File: config.mk
export PLATFORM = sky130hd
export DESIGN_NAME = uart_tx
export DESIGN_NICKNAME = d
export VERILOG_FILES = /design/src/rtl/uart_tx.sv
export SDC_FILE = /design/constraint.sdc
export NUM_CORES = 1
export LEC_CHECK = 0
export BUFFER_PORTS_ARGS = -buffer_cell sky130_fd_sc_hd__buf_2
export CORE_MARGIN = 4
export CORE_UTILIZATION = 45
export CTS_BUF_LIST = sky130_fd_sc_hd__clkbuf_8
export DETAILED_ROUTE_END_ITERATION = 7
export GPL_ROUTABILITY_DRIVEN = 0
export PLACE_DENSITY = 0.67
export SLEW_MARGIN = 5
export SYNTH_ARGS = -nofsm -noshare
export SYNTH_HDL_FRONTEND = slang
export SYNTH_SLANG_ARGS = --single-unit
File: constraint.sdc
create_clock -name clk -period 3.5 [get_ports clk]
set_clock_uncertainty 0.05 [all_clocks]
set_input_delay 0.525 -clock clk [delete_from_list [all_inputs] [get_ports clk]]
set_output_delay 0.525 -clock clk [all_outputs]
set_load 0.005 [all_outputs]
File: src/rtl/uart_tx.sv
// uart_tx: 8-bit UART transmitter, LSB first, optional parity, 1 or 2 stops.
// Integer baud divider, valid/ready byte input, registered glitch-free tx.
module uart_tx #(
   parameter int clock_frequency = 12000000,
   parameter int baud_rate       = 9600,
   parameter int parity          = 0,
   parameter int stop_bits       = 1
) (
   input  logic       clk,
   input  logic       rst_n,
   input  logic [7:0] tx_data,
   input  logic       tx_valid,
   output logic       tx_ready,
   output logic       tx,
   output logic       busy
);

   localparam int CLKS_PER_BIT = clock_frequency / baud_rate;
   localparam int DIV_W = (CLKS_PER_BIT > 1) ? $clog2(CLKS_PER_BIT) : 1;
   localparam logic [DIV_W-1:0] DIV_MAX = DIV_W'(CLKS_PER_BIT - 1);
   localparam logic [2:0] STOP_LAST = 3'(stop_bits - 1);

   if (parity < 0 || parity > 2) begin : g_bad_parity
      $error("uart_tx: parity must be 0, 1 or 2");
   end
   if (stop_bits != 1 && stop_bits != 2) begin : g_bad_stop
      $error("uart_tx: stop_bits must be 1 or 2");
   end
   if (CLKS_PER_BIT < 2) begin : g_bad_div
      $error("uart_tx: clock_frequency / baud_rate must be >= 2");
   end

   typedef enum logic [2:0] {
      IDLE,
      START,
      DATA,
      PARITY,
      STOP
   } state_t;

   state_t           state, state_n;
   logic [DIV_W-1:0] div, div_n;
   logic [2:0]       bit_cnt, bit_cnt_n;
   logic [7:0]       shift, shift_n;
   logic             par, par_n;
   logic             tx_n;
   logic             bit_end;

   // Next-state, divider, shifter and next line level.
   always_comb begin
      state_n   = state;
      div_n     = div;
      bit_cnt_n = bit_cnt;
      shift_n   = shift;
      par_n     = par;
      tx_n      = 1'b1;
      bit_end   = (div == DIV_MAX);

      unique case (state)
         IDLE: begin
            div_n     = '0;
            bit_cnt_n = '0;
            if (tx_valid && tx_ready) begin
               state_n = START;
               shift_n = tx_data;
               if (parity == 1) begin
                  par_n = ~^tx_data;
               end else if (parity == 2) begin
                  par_n = ^tx_data;
               end else begin
                  par_n = 1'b0;
               end
            end
         end
         START: begin
            if (bit_end) begin
               div_n   = '0;
               state_n = DATA;
            end else begin
               div_n = div + 1'b1;
            end
         end
         DATA: begin
            if (bit_end) begin
               div_n   = '0;
               shift_n = {1'b0, shift[7:1]};
               if (bit_cnt == 3'd7) begin
                  bit_cnt_n = '0;
                  state_n   = (parity != 0) ? PARITY : STOP;
               end else begin
                  bit_cnt_n = bit_cnt + 3'd1;
               end
            end else begin
               div_n = div + 1'b1;
            end
         end
         PARITY: begin
            if (bit_end) begin
               div_n   = '0;
               state_n = STOP;
            end else begin
               div_n = div + 1'b1;
            end
         end
         STOP: begin
            if (bit_end) begin
               div_n = '0;
               if (bit_cnt == STOP_LAST) begin
                  bit_cnt_n = '0;
                  state_n   = IDLE;
               end else begin
                  bit_cnt_n = bit_cnt + 3'd1;
               end
            end else begin
               div_n = div + 1'b1;
            end
         end
         default: begin
            state_n   = IDLE;
            div_n     = '0;
            bit_cnt_n = '0;
         end
      endcase

      // The pin level is decided from the state being entered so the
      // flop below presents it in the same cycle the state changes.
      unique case (state_n)
         START:   tx_n = 1'b0;
         DATA:    tx_n = shift_n[0];
         PARITY:  tx_n = par_n;
         default: tx_n = 1'b1;
      endcase
   end

   // State, datapath and registered outputs; reset forces the line idle.
   always_ff @(posedge clk or negedge rst_n) begin
      if (!rst_n) begin
         state    <= IDLE;
         div      <= '0;
         bit_cnt  <= '0;
         shift    <= '0;
         par      <= 1'b0;
         tx       <= 1'b1;
         tx_ready <= 1'b1;
         busy     <= 1'b0;
      end else begin
         state    <= state_n;
         div      <= div_n;
         bit_cnt  <= bit_cnt_n;
         shift    <= shift_n;
         par      <= par_n;
         tx       <= tx_n;
         tx_ready <= (state_n == IDLE);
         busy     <= (state_n != IDLE);
      end
   end

endmodule

==> results.sh <==
export IMPL_status="finished clean"
export IMPL_fmax_mhz=453.7
export IMPL_cp_max_fo=17
export IMPL_synth_cell_types=37
export IMPL_syn_area_um2=1486
export IMPL_grtUsageTotal_pct=14.84
export IMPL_cts_repair_resized=0
export IMPL_min_path_type="in2async"
export IMPL_crit_required_ps=3650
export IMPL_dieArea_um2=4287
export IMPL_clockRootBuffer="clkbuf_8"
export IMPL_switchingPower_mw=0.2545
export IMPL_max_cap_violations=0
export IMPL_leakage_nw=0.8243
export IMPL_worstSetupPathType="reg2reg"
export IMPL_syn_num_nets=158
export IMPL_syn_inst=142
export IMPL_cp_buffers_inverters=1
export IMPL_start_util_pct=47.90
export IMPL_fp_dieW_um=65.48
export IMPL_drt_pre_antenna_iters=4
export IMPL_antenna_found_initial=0
export IMPL_timing_final_hold_violations=0
export IMPL_finalSetupViolCount=0
export IMPL_core_area_um2=3103
export IMPL_start_kind="flop"
export IMPL_diodes=0
export IMPL_grt_max_degree=30
export IMPL_post_cts_buffers=0
export IMPL_slew_viol_final=0
export IMPL_power_mw=0.9074
export IMPL_pwr_share_comb_pct=16.0
export IMPL_clockBufferDepth=2
export IMPL_vias=1098
export IMPL_wire_per_inst_um=13.51
export IMPL_clockPowerShare_pct=32.5
export IMPL_avgSynthCellArea_um2=10.47
export IMPL_yosysSeqAreaShare_pct=48.99
export IMPL_nFillCells=304
export IMPL_crit_family="simple AND/OR/NAND/NOR gates"
export IMPL_hpwlAfterDp_um=1946
export IMPL_grt_overflow_total=0
export IMPL_die_y_um=65.48
export IMPL_finalWirelength_um=2743
export IMPL_r2r_end="tx$_DFF_PN1_"
export IMPL_seqPwrFrac_pct=51.5
export IMPL_rsz0062_at_grt="no"
export IMPL_p_int_mw=0.6529
export IMPL_drc_errors=0
export IMPL_crit_chain="inv_1, ha_1, and4bb_2, nand3_4, or4b_4, o221a_1, a2bb2oi_1"
export IMPL_cts_max_level=2
export IMPL_hold_buffers=0
export IMPL_rows=20
export IMPL_slew_headroom_pct=55.73
export IMPL_setup_tns_ps=0
export IMPL_insertion_delay_ps=270
export IMPL_end_kind="flop"
export IMPL_yosys_warnings=0
export IMPL_io_pins=14
export IMPL_cp_slowest_cell="or4b_4"
export IMPL_fin_util_pct=54.68
export IMPL_cp_arrival_ps=2360
export IMPL_antenna_left=0
export IMPL_cts_tree="done"
export IMPL_clock_sinks=29
export IMPL_r2r_setup_slack_ps=1300
export IMPL_nets=174
export IMPL_r2r_start="div[1]$_DFF_PN0_"
export IMPL_grt_pass1_vias=1125
export IMPL_io_buffers=13
export IMPL_drt_iter0_drc=40
export IMPL_irDropWorstVdd_mv=0.3376
export IMPL_vias_per_cell=5.409
export IMPL_finalCriticalPeriod_ps=2204
export IMPL_drive_above_1_share_pct=18.87
export IMPL_p_sw_share_pct=28.05
export IMPL_worstMarginPinSlew_ps=662.0
export IMPL_numCtsBuffers=5
export IMPL_area_growth_syn_to_layout_pct=14.14
export IMPL_reg2reg_depth=7
export IMPL_grt_pass1_wl_um=4878
export IMPL_slowest_delay_ps=570
export IMPL_hold_ws_ps=219.5
export IMPL_path_clk_slew_ps=60
export IMPL_fin_crit_sh_pct=62.98
export IMPL_ys_seq_elements=29
export IMPL_power_density_nw_per_um2=534.8
## cells by family (layout without fill, tap and decap cells)
family / Yosys count / in the layout / share of synthesized area [%]
buffers and inverters: 10 / 27 / 2.526
XOR/XNOR: 9 / 9 / 5.303
adder cells (fa/ha/maj): 5 / 5 / 4.209
AND/OR/NAND/NOR: 54 / 54 / 21.72
AO/OA/AOI/OAI: 35 / 35 / 17.26
flip-flops: 29 / 29 / 48.99
## cells in the final DEF (no fill, tap or decap), types with 3 or more instances in the layout
cell | netlist | layout
ha_1 | 5 | 5
nor2_1 | 15 | 15
clkbuf_8 | 0 | 7
a21o_1 | 6 | 6
nor3_1 | 4 | 4
a22o_1 | 6 | 6
and3_1 | 3 | 3
nand2_1 | 12 | 12
xnor2_1 | 4 | 4
xor2_1 | 5 | 5
buf_2 | 0 | 13
o21ai_0 | 7 | 7
nor2b_1 | 3 | 3
inv_1 | 5 | 5
a21oi_1 | 4 | 4
nand3_1 | 4 | 4
dfrtp_1 | 27 | 27
## through the flow
stage,setup slack [ps],std cells,area (µm²)
after CTS,1301,203,1697
after detailed placement,1309,195,1595
after global placement,1401,195,1595
after floorplan,1527,142,1486
final,1296,203,1697
after global routing,1151,203,1697
## state kept, by name, indices dropped and copies added, names as in the netlist
name      flops
div          11
tx_ready      1
tx            1
bit_cnt       3
par           1
state         3
busy          1
shift         8
## Yosys cell counts
| library cell | count | area share, % |
|---|---|---|
| o221a_1 | 1 | 0.76 |
| nand2b_1 | 2 | 0.84 |
| nor4_1 | 1 | 0.42 |
| nor4b_4 | 2 | 3.2 |
| ha_1 | 5 | 4.2 |
| nand3_1 | 4 | 1.3 |
| o21ai_0 | 7 | 2.4 |
| nand3_4 | 1 | 1.2 |
| a21o_1 | 6 | 3.0 |
| clkbuf_1 | 5 | 1.3 |
| and2_1 | 1 | 0.42 |
| a221o_1 | 1 | 0.67 |
| xnor2_1 | 4 | 2.4 |
| or4b_4 | 1 | 0.93 |
| nand4_1 | 1 | 0.42 |
| dfrtp_1 | 27 | 45 |
| nor3_1 | 4 | 1.3 |
| o32ai_1 | 1 | 0.59 |
| a31o_2 | 1 | 0.59 |
| or3_1 | 2 | 0.84 |
| xor2_1 | 5 | 2.9 |
| a21oi_1 | 4 | 1.3 |
| nor2_1 | 15 | 3.8 |
| o2111a_1 | 1 | 0.76 |
| o2bb2ai_1 | 1 | 0.59 |
| nand2_1 | 12 | 3.0 |
| dfstp_2 | 2 | 3.5 |
| a211oi_1 | 1 | 0.51 |
| a31oi_1 | 2 | 0.84 |
| o21a_1 | 1 | 0.51 |
| inv_1 | 5 | 1.3 |
| a22o_1 | 6 | 3.5 |
| and3_1 | 3 | 1.3 |
| and4_1 | 1 | 0.59 |
| a2bb2oi_1 | 2 | 1.2 |
| nor2b_1 | 3 | 1.3 |
| and4bb_2 | 1 | 0.84 |
## power by group through the flow
stage / Combinational (mW) / Sequential (mW) / Clock [mW]
3_5_place_dp: 0.147 / 0.472 / 0
2_1_floorplan: 0.108 / 0.454 / 0
6_report: 0.145 / 0.467 / 0.295
5_1_grt: 0.165 / 0.478 / 0.328
4_1_cts: 0.149 / 0.466 / 0.305
3_3_place_gp: 0.141 / 0.469 / 0
## per-layer routing
| metal | track usage (%) | up-vias | wire length (µm) |
|---|---|---|---|
| met4 | 6.218 | 0 | 53 |
| met2 | 25.28 | 22 | 1318 |
| met3 | 4.957 | 10 | 109 |
| met5 | 0 | - | 0 |
| li1 | - | 539 | - |
| met1 | 16.94 | 527 | 1262 |
## area by class of cell
type,count,area (µm²),share of cell area (%)
multi-input cells,103,720.7,42.48
clock inverters,1,5.005,0.2950
inverters,5,18.77,1.106
clock buffers,7,96.34,5.678
flip-flops and latches,29,728.2,42.92
well taps,44,55.05,3.245
repair buffers,14,72.57,4.277
## how the worst max path moves through the flow
stage	slack (ps)	from	end	depth (start not counted)
after global placement	1400	div[1]$_DFF_PN0_	tx$_DFF_PN1_	7
after floorplan	1530	div[1]$_DFF_PN0_	tx$_DFF_PN1_	7
after detailed placement	1310	div[1]$_DFF_PN0_	tx$_DFF_PN1_	7
after CTS	1300	div[1]$_DFF_PN0_	tx$_DFF_PN1_	7
final	1300	div[1]$_DFF_PN0_	tx$_DFF_PN1_	7
after global routing	1150	div[1]$_DFF_PN0_	tx$_DFF_PN1_	7
No activity file was read; power rests on OpenSTA's default activity.
